$ cat src/rtl/cla_pkg.sv
// Shared types and constants for the digit-serial carry-lookahead adder.
// Optional signed-overflow output is enabled by defining CLA_SERIAL_OVF_EN.
package cla_pkg;

    typedef enum logic [1:0] {
        IDLE = 2'd0,
        RUN  = 2'd1,
        DONE = 2'd2
    } state_e;

    localparam int NIB_W = 4;

    function automatic int nib_count(input int width);
        return width / NIB_W;
    endfunction

endpackage

$ cat src/rtl/cla_nibble_add.sv
// Purely combinational 4-bit generate/propagate carry-lookahead adder slice.
module cla_nibble_add (
    input  logic [3:0] a,
    input  logic [3:0] b,
    input  logic       ci,
    output logic [3:0] s,
    output logic       co
);

    logic [3:0] g_s;
    logic [3:0] p_s;
    logic [4:0] c_s;

    assign g_s = a & b;
    assign p_s = a ^ b;

    // Every carry is flattened from g/p and ci so no carry ripples through the slice.
    assign c_s[0] = ci;
    assign c_s[1] = g_s[0] | (p_s[0] & ci);
    assign c_s[2] = g_s[1] | (p_s[1] & g_s[0]) | (p_s[1] & p_s[0] & ci);
    assign c_s[3] = g_s[2] | (p_s[2] & g_s[1]) | (p_s[2] & p_s[1] & g_s[0])
                  | (p_s[2] & p_s[1] & p_s[0] & ci);
    assign c_s[4] = g_s[3] | (p_s[3] & g_s[2]) | (p_s[3] & p_s[2] & g_s[1])
                  | (p_s[3] & p_s[2] & p_s[1] & g_s[0])
                  | (p_s[3] & p_s[2] & p_s[1] & p_s[0] & ci);

    assign s  = p_s ^ c_s[3:0];
    assign co = c_s[4];

endmodule

$ cat src/rtl/cla_serial_adder.sv
// Digit-serial WIDTH-bit adder: one nibble per clock through a single CLA slice.
// Define CLA_SERIAL_OVF_EN to add the registered signed-overflow output ovf.
module cla_serial_adder
    import cla_pkg::*;
#(
    parameter int WIDTH = 16
) (
    input  logic             clk,
    input  logic             rst,
    input  logic             in_valid,
    output logic             in_ready,
    input  logic [WIDTH-1:0] a,
    input  logic [WIDTH-1:0] b,
    input  logic             cin,
    output logic             out_valid,
    input  logic             out_ready,
    output logic [WIDTH-1:0] sum,
    output logic             cout
`ifdef CLA_SERIAL_OVF_EN
    ,
    output logic             ovf
`endif
);

    localparam int NIB   = nib_count(WIDTH);
    localparam int IDX_W = (NIB > 1) ? $clog2(NIB) : 1;

    state_e             state_q, state_d;
    logic [IDX_W-1:0]   idx_q, idx_d;
    logic [WIDTH-1:0]   a_q, a_d;
    logic [WIDTH-1:0]   b_q, b_d;
    logic [WIDTH-1:0]   sum_q, sum_d;
    logic               carry_q, carry_d;
    logic               cout_q, cout_d;
    logic               out_valid_q, out_valid_d;
    logic [NIB_W-1:0]   slice_a_s;
    logic [NIB_W-1:0]   slice_b_s;
    logic [NIB_W-1:0]   slice_s_s;
    logic               slice_co_s;
    logic               last_s;

    assign slice_a_s = a_q[NIB_W*idx_q +: NIB_W];
    assign slice_b_s = b_q[NIB_W*idx_q +: NIB_W];
    assign last_s    = (idx_q == IDX_W'(NIB - 1));

    cla_nibble_add u_slice (
        .a  (slice_a_s),
        .b  (slice_b_s),
        .ci (carry_q),
        .s  (slice_s_s),
        .co (slice_co_s)
    );

`ifdef CLA_SERIAL_OVF_EN
    logic ovf_q, ovf_d;
    logic c_msb_s;

    // Carry into the MSB is recovered from the slice sum bit and its operand bits.
    assign c_msb_s = slice_s_s[NIB_W-1] ^ slice_a_s[NIB_W-1] ^ slice_b_s[NIB_W-1];

    // Overflow register: loaded on the final nibble, held otherwise.
    always_comb begin
        ovf_d = ovf_q;
        if ((state_q == RUN) && last_s) begin
            ovf_d = c_msb_s ^ slice_co_s;
        end else begin
            ovf_d = ovf_q;
        end
    end

    // Overflow state register.
    always_ff @(posedge clk or posedge rst) begin
        if (rst) begin
            ovf_q <= 1'b0;
        end else begin
            ovf_q <= ovf_d;
        end
    end

    assign ovf = ovf_q;
`endif

    // Next-state and datapath update for the IDLE/RUN/DONE controller.
    always_comb begin
        state_d     = state_q;
        idx_d       = idx_q;
        a_d         = a_q;
        b_d         = b_q;
        sum_d       = sum_q;
        carry_d     = carry_q;
        cout_d      = cout_q;
        out_valid_d = out_valid_q;
        case (state_q)
            IDLE: begin
                if (in_valid) begin
                    a_d     = a;
                    b_d     = b;
                    carry_d = cin;
                    idx_d   = {IDX_W{1'b0}};
                    state_d = RUN;
                end else begin
                    state_d = IDLE;
                end
            end
            RUN: begin
                sum_d[NIB_W*idx_q +: NIB_W] = slice_s_s;
                carry_d = slice_co_s;
                if (last_s) begin
                    idx_d       = {IDX_W{1'b0}};
                    cout_d      = slice_co_s;
                    out_valid_d = 1'b1;
                    state_d     = DONE;
                end else begin
                    idx_d   = idx_q + IDX_W'(1);
                    state_d = RUN;
                end
            end
            DONE: begin
                if (out_ready) begin
                    out_valid_d = 1'b0;
                    state_d     = IDLE;
                end else begin
                    state_d = DONE;
                end
            end
            default: begin
                out_valid_d = 1'b0;
                state_d     = IDLE;
            end
        endcase
    end

    // Controller, operand, carry and result registers.
    always_ff @(posedge clk or posedge rst) begin
        if (rst) begin
            state_q     <= IDLE;
            idx_q       <= {IDX_W{1'b0}};
            a_q         <= {WIDTH{1'b0}};
            b_q         <= {WIDTH{1'b0}};
            sum_q       <= {WIDTH{1'b0}};
            carry_q     <= 1'b0;
            cout_q      <= 1'b0;
            out_valid_q <= 1'b0;
        end else begin
            state_q     <= state_d;
            idx_q       <= idx_d;
            a_q         <= a_d;
            b_q         <= b_d;
            sum_q       <= sum_d;
            carry_q     <= carry_d;
            cout_q      <= cout_d;
            out_valid_q <= out_valid_d;
        end
    end

    assign in_ready  = (state_q == IDLE);
    assign out_valid = out_valid_q;
    assign sum       = sum_q;
    assign cout      = cout_q;

endmodule

$ cat config.mk
export PLATFORM = sky130hd
export DESIGN_NAME = cla_serial_adder
export DESIGN_NICKNAME = d
export VERILOG_FILES = /design/src/rtl/cla_pkg.sv /design/src/rtl/cla_nibble_add.sv /design/src/rtl/cla_serial_adder.sv
export SDC_FILE = /design/constraint.sdc
export NUM_CORES = 1
export LEC_CHECK = 0
export ABC_AREA = 1
export BUFFER_PORTS_ARGS = -buffer_cell sky130_fd_sc_hd__buf_2
export CAP_MARGIN = 5
export CORE_ASPECT_RATIO = 0.6
export CORE_MARGIN = 1
export CORE_UTILIZATION = 45
export DETAILED_ROUTE_END_ITERATION = 16
export GPL_TIMING_DRIVEN = 0
export PLACE_DENSITY_LB_ADDON = 0.12
export REMOVE_ABC_BUFFERS = 1
export SETUP_SLACK_MARGIN = 0.3
export SLEW_MARGIN = 10
export SYNTH_ARGS = -nofsm -noshare
export SYNTH_HDL_FRONTEND = slang
export SYNTH_SLANG_ARGS = --single-unit
$ cat constraint.sdc
create_clock -name clk -period 2.6 [get_ports clk]
set_input_delay 0 -clock clk [delete_from_list [all_inputs] [get_ports clk]]
set_output_delay 0 -clock clk [all_outputs]
set_load 0.1 [all_outputs]
==> results of run 1 <==
==> timing repair <==
action                                 in CTS  in global routing
endpoints found under the hold margin      59                  0
resized for setup                           5                  9
cloned                                      2                  0
pin swaps                                   0                  1
setup buffers                               2                  4
hold buffers                               35                  0
setup endpoints to repair                  18                 12
==> sequential cells by signal (all words and copies together), names as in the netlist <==
name / cells
idx_q: 2
a_q: 16
b_q: 16
carry_q: 1
state_q: 2
sum: 16
out_valid: 1
cout: 1
==> per-stage QoR <==
stage / setup WS (ns) / hold WS (ns) / util (%) / instance area, um2 / TNS (ns)
final: 0.402 / 0.286 / 63.1 / 3550 / 0
after floorplan: -0.0335 / 0.110 / - / 2580 / -0.0412
after CTS: 0.322 / 0.294 / 62.2 / 3500 / 0
after global placement: -0.425 / 0.194 / 52.6 / 2960 / -4.78
after global routing: 0.285 / 0.361 / 63.1 / 3550 / 0
after detailed placement: -0.420 / 0.0948 / 53.0 / 2980 / -4.78
==> per-layer routing <==
layer | share of wire, % | vias up | global-route usage (%)
met4 | 0.53 | 0 | 6.21
met1 | 54 | 1072 | 33.5
met5 | 0 | - | 0
met2 | 40 | 70 | 31.5
met3 | 5.1 | 4 | 4.88
li1 | - | 1225 | -
==> worst register-to-register path: cells and delay by family (launching register included) <==
kind,cells,cell delay [ns]
AOI/OAI and AO/OA,2,0.28
adders and majority gates,1,0.34
buffers and inverters,1,0.19
DFF,1,0.55
and+or+nand+nor,9,0.80
==> worst paths after layout <==
path | endpoint | cells past startpoint
worst min-delay path | out_valid | 3
worst max register to register | sum[15] | 13
max in group asynchronous | a_q[4] | 4
min in group clk | state_q[0] | 3
worst max-delay path | sum[15] | 13
worst min register to register | b_q[6] | 2
==> area by class of cell <==
type / instances / area [um2] / share of cell area, %
inverters: 21 / 86.3 / 2.43
clock buffers: 5 / 68.8 / 1.94
well taps: 80 / 100 / 2.82
flip-flops and latches: 55 / 1380 / 38.9
multi-input cells: 239 / 1140 / 32.2
clock inverters: 3 / 67.6 / 1.90
repair inverters: 2 / 15.0 / 0.423
repair buffers: 97 / 688 / 19.4
==> cells in the final DEF, fill, tap and decap left out, types with 8 or more instances in the layout <==
cell type and instances:
ha_1 10, o22ai_1 8, dlygate4sd3_1 35, dfrtp_1 53, nand2_1 136, buf_2 56, nor2_1 22, o21ai_0 29
inv_1 16
==> logic make-up (layout without fill, tap and decap cells) <==
| family | Yosys count | count (layout) | synth area share [%] |
|---|---|---|---|
| and+or+nand+nor | 181 | 181 | 27.4 |
| DFF | 55 | 55 | 51.8 |
| AOI/OAI and AO/OA | 46 | 46 | 9.18 |
| buffers and inverters | 33 | 128 | 5.84 |
| adders and majority gates | 11 | 11 | 5.46 |
| xor gates and xnor gates | 1 | 1 | 0.330 |
==> reports/results.tsv, run 1 <==
stage	metric	value	unit
run_status	status	completed	
floorplan	Core Box Area	0.00562	mm2
clock_tree	CTS tree	built	
clock_tree	H-tree Lvls	2	
layout	Fill cells	500	
clock_tree	Longest Clk Path Bufs	2	
layout	layout cells sized above 1	22.0	%
drt	Detail Route Antenna Nets	0	
synth	Syn. warnings	0	
grt	largest net degree at the start of global routing	35	
grt	vias in the first global route	2123	
layout	Layout area overhead	33.5	%
clock_tree	Root Driver	clkbuf_8	
hold_path	worst hold path type	input port to asynchronous set/reset pin	
timing	clk_skew	0.0118	ns
synth	Cell Area, Synth	0.00266	mm2
synth	Yosys top cell area share	51.8	%
floorplan	Die Width	101	um
drt	drt pass-1 iters	4	
place	dpl cells	451	
drt	via count	2371	
place	Post-DP HPWL	3.93	mm
clock_tree	CTS clk-pin slew, worst paths	0.11	ns
synth	Post-synth EDFFs	0	
synth	dominant synthesized flop cell	dfrtp_1	
place	routability cong.	0.838	
worst_setup_path	Top delay family on crit path	simple AND/OR/NAND/NOR gates	
clock_tree	number of CTS-inserted buffers	5	
synth	FF+latch count, synth	55	
timing	Max Slew Vio Count	0	
worst_setup_path	Worst setup EP type	flip-flop	
layout	# diodes	0	
floorplan	Die Y	61.5	um
floorplan	I/O pins	56	
timing	relative slew slack	56.9	%
synth	asr flop ratio synth	100	%
timing	worst slew pin tran	0.644	ns
flow_run	max cap viols	0	
grt	GR Overflow Total	0	
floorplan	Site Rows	21	
drt	First DRT Iteration DRCs	138	
synth	synth unique cells	26	
place	I/O Buffers	55	
synth	leading area contributor after synthesis	dfrtp_1	
floorplan	Initial Utilization	47.3	%
synth	Synth top cells by count	nand2_1 (136), dfrtp_1 (55), o21ai_0 (31)	
worst_setup_path	most used cell, CP	nand2_1	
grt	initial antenna violation count	0	
worst_setup_path	Critical-path top delay cell	dfrtp_4	
synth	Gate Count Post-Synth	327	
layout	fin cells	502	
worst_setup_path	CP Max Fanout	7	
worst_setup_path	Worst Path Required	2.86	ns
worst_setup_path	biggest cell delay along the critical path	0.55	ns
floorplan	die area	0.00623	mm2
clock_tree	Clk Latency, worst-skew pair	0.32	ns
grt	gr usage total	22.0	%
clock_tree	clock sinks	55	
layout	# nets final	469	
synth	Mapped Avg Cell Area	8.13	um2
worst_setup_path	CP Launch Type	flip-flop	
worst_setup_path	crit-path cells	buf_2, o21ai_0, o22ai_1, ha_1, nand2_1, nand2_1, nor2_2, nand2_1, nand2_2, nand3_2, nor2_2, nand2_1, nand2_1	
worst_setup_path	kind of critical path	flip-flop to flip-flop	
drt	final wirelength	6.26	mm
synth	sequential fraction of the synthesis area	51.8	%
drt	vias per cell	4.72	
timing	Fin. Hold Viols	0	
worst_setup_path	reg-to-reg critical path startpoint	idx_q[0]	
timing	Fmax achieved	455	MHz
synth	synth top area cells	dfrtp_1 (52%), nand2_1 (19%), o21ai_0 (5.8%), ha_1 (4.7%), nor2_1 (3.4%)	
worst_setup_path	critical path arrival	2.46	ns
timing	Final setup viols	0	
worst_setup_path	Buffers & Inverters on Critical Path	1	
worst_setup_path	FF-to-FF setup slack	0.40	ns
grt	first-pass GRT wire length	10.1	mm
timing	RSZ-0062 raised after global routing	no	
drt	DRC Markers	0	
worst_setup_path	worst setup path startpoint	idx_q[0]	
timing	Tmin final	2.20	ns
drt	WL/cell	12.5	um
synth	cell with the most instances after synthesis	nand2_1	
timing	Final Cycle Share	84.5	%
Power of run 1 is not shown: default switching activity piles up to over one toggle a cycle in this logic, so the estimate is an artifact.
==> run 2, diff against run 1 <==
==> constraint.sdc (replaced) <==
create_clock -name clk -period 1.8 [get_ports clk]
set_input_delay 0 -clock clk [delete_from_list [all_inputs] [get_ports clk]]
set_output_delay 0 -clock clk [all_outputs]
set_load 0.1 [all_outputs]
==> run 2 against run 1 <==
Net effect:
- the flow now finishes with violations (setup timing)
- flip-flop and latch count did not move
- die area unchanged
- non-clock buffer count increased by 8
- global-route usage up 0.47 points
- critical path depth rose by 1
- via count increased by 2.6%
- register-to-register slack got worse by 0.71 ns
- setup slack got worse by 0.71 ns
- clock skew shrank 0.0036 ns
- largest cell class unchanged
- highest routed layer unchanged
==> reports/results.tsv, run 2 (same netlist as run 1, synthesis figures left out) <==
stage	metric	value	unit
hold_path	worst hold endpoint	state_q[0]	
layout	# nets final	477	
timing	clk_skew	0.00819	ns
floorplan	I/O pins	56	
floorplan	Site Rows	21	
clock_tree	CTS tree	built	
grt	gr usage total	22.5	%
worst_setup_path	critical path arrival	2.37	ns
place	Post-DP HPWL	3.93	mm
grt	vias in the first global route	2162	
clock_tree	H-tree Lvls	2	
drt	DRC Markers	0	
worst_setup_path	reg-to-reg critical path startpoint	idx_q[0]	
layout	Layout area overhead	44.2	%
place	dpl ws	-1.22	ns
worst_setup_path	Worst setup EP type	flip-flop	
clock_tree	Clk Latency, worst-skew pair	0.31	ns
clock_tree	Root Driver	clkbuf_8	
timing	Tmin final	2.11	ns
floorplan	Die Width	101	um
timing	hold_ws	0.139	ns
clock_tree	Longest Clk Path Bufs	2	
worst_setup_path	FF-to-FF setup slack	-0.31	ns
layout	fin cells	510	
layout	commonest non-fill, non-tap cells in the layout	nand2_1 (130), buf_2 (55), dfrtp_1 (53), dlygate4sd3_1 (35), o21ai_0 (17)	
layout	fin util	68.1	%
clock_tree	number of CTS-inserted buffers	5	
timing	Final Cycle Share	117	%
worst_setup_path	Reg2Reg Capture Point	sum[15]	
run_status	failing checks	setup timing	
worst_setup_path	kind of critical path	flip-flop to flip-flop	
hold_path	worst hold path type	input port to flip-flop	
worst_setup_path	biggest cell delay along the critical path	0.55	ns
floorplan	Core Box Area	0.00562	mm2
drt	WL/cell	13.0	um
layout	most common cell after layout, fill and taps aside	nand2_1	
grt	GR Overflow Total	0	
worst_setup_path	Critical-path top delay cell	dfrtp_4	
worst_setup_path	Top delay family on crit path	simple AND/OR/NAND/NOR gates	
drt	via count	2432	
timing	Final setup viols	18	
timing	relative slew slack	61.7	%
layout	# diodes	0	
run_status	status	finished, violations left	
worst_setup_path	CP Launch Type	flip-flop	
worst_setup_path	most used cell, CP	nand2_1	
grt	initial antenna violation count	0	
hold_path	hold path depth	3	
clock_tree	clock sinks	55	
drt	Detail Route Antenna Nets	0	
place	dpl cells	451	
grt	first-pass GRT wire length	10.4	mm
timing	PnR worst setup slack	-0.311	ns
timing	Fmax achieved	474	MHz
drt	drt pass-1 iters	4	
timing	worst slew pin tran	0.574	ns
timing	RSZ-0062 raised after global routing	yes	
drt	First DRT Iteration DRCs	110	
hold_path	Worst Hold Launch	in_valid	
timing	Fin. Hold Viols	0	
drt	final wirelength	6.62	mm
layout	layout cells sized above 1	30.2	%
grt	largest net degree at the start of global routing	35	
place	I/O Buffers	55	
drt	vias per cell	4.77	
floorplan	Die Y	61.5	um
worst_setup_path	crit-path cells	buf_6, clkinvlp_4, nor2_2, o22ai_2, ha_4, nand2_2, nor2_2, nor2_4, nand2_1, nand2_2, nand3_4, nor2_4, nand2_1, nand2_1	
timing	Max Slew Vio Count	0	
floorplan	die area	0.00623	mm2
worst_setup_path	Worst Path Required	2.06	ns
place	routability cong.	0.838	
layout	Fill cells	472	
flow_run	max cap viols	0	
worst_setup_path	r2r worst-path depth	14	
worst_setup_path	Buffers & Inverters on Critical Path	2	
floorplan	Initial Utilization	47.3	%
clock_tree	CTS clk-pin slew, worst paths	0.10	ns
worst_setup_path	CP Max Fanout	6	
==> run 2: area by class of cell <==
cell class	count	area (um2)	area share, %
clock buffer	5	68.8	1.80
clock inverter	3	67.6	1.76
inverter	21	98.8	2.58
multi-input combinational	239	1320	34.4
sequential	55	1380	36.1
tap	80	100	2.61
timing repair buffer	105	782	20.4
timing repair inverter	2	15.0	0.392
==> run 2: per-stage QoR <==
stage	cell area (um2)	setup TNS, ns
after floorplan	2580	-30.48
after global placement	2960	-34.89
after detailed placement	2980	-20.63
after CTS	3590	-4.26
after global routing	3830	-5.50
final	3830	-4.10
==> run 2: layer usage <==
layer | wire length [um] | share of wire, % | vias to the layer above | GRT usage [%]
met2 | 2820 | 43 | 69 | 32.9
met1 | 3360 | 51 | 1115 | 33.7
met5 | 0 | 0 | - | 0
met4 | 40 | 0.60 | 0 | 6.21
li1 | - | - | 1243 | -
met3 | 410 | 6.2 | 5 | 4.99
==> run 2: worst register-to-register path, cell delays in order, from the launching register on <==
cell        delay (ns)
dfrtp_4           0.55
buf_6             0.15
clkinvlp_4        0.12
nor2_2            0.05
o22ai_2           0.20
ha_4              0.26
nand2_2           0.07
nor2_2            0.05
nor2_4            0.11
nand2_1           0.07
nand2_2           0.11
nand3_4           0.10
nor2_4            0.13
nand2_1           0.06
nand2_1           0.06
==> run 2: worst max path at each step <==
stage                     startpoint  endpoint  slack (ns)  cells after the start
final                       idx_q[0]   sum[15]       -0.31                     14
after global routing        idx_q[0]   sum[15]       -0.39                     14
after CTS                   idx_q[0]   sum[15]       -0.36                     13
after detailed placement    idx_q[0]   sum[15]       -1.22                     13
after global placement      idx_q[0]   sum[15]       -1.22                     13
after floorplan           state_q[0]  idx_q[0]       -0.83                      6
==> run 2: what timing repair did <==
item                                   CTS  global route
resized for setup                       28            44
endpoints found under the hold margin   59             0
buffers inserted                         6             8
gates cloned                             2             0
hold buffers                            35             0
pin swaps                                4            22
setup endpoints to repair               54            25
Power of run 2 is left out for the same reason.
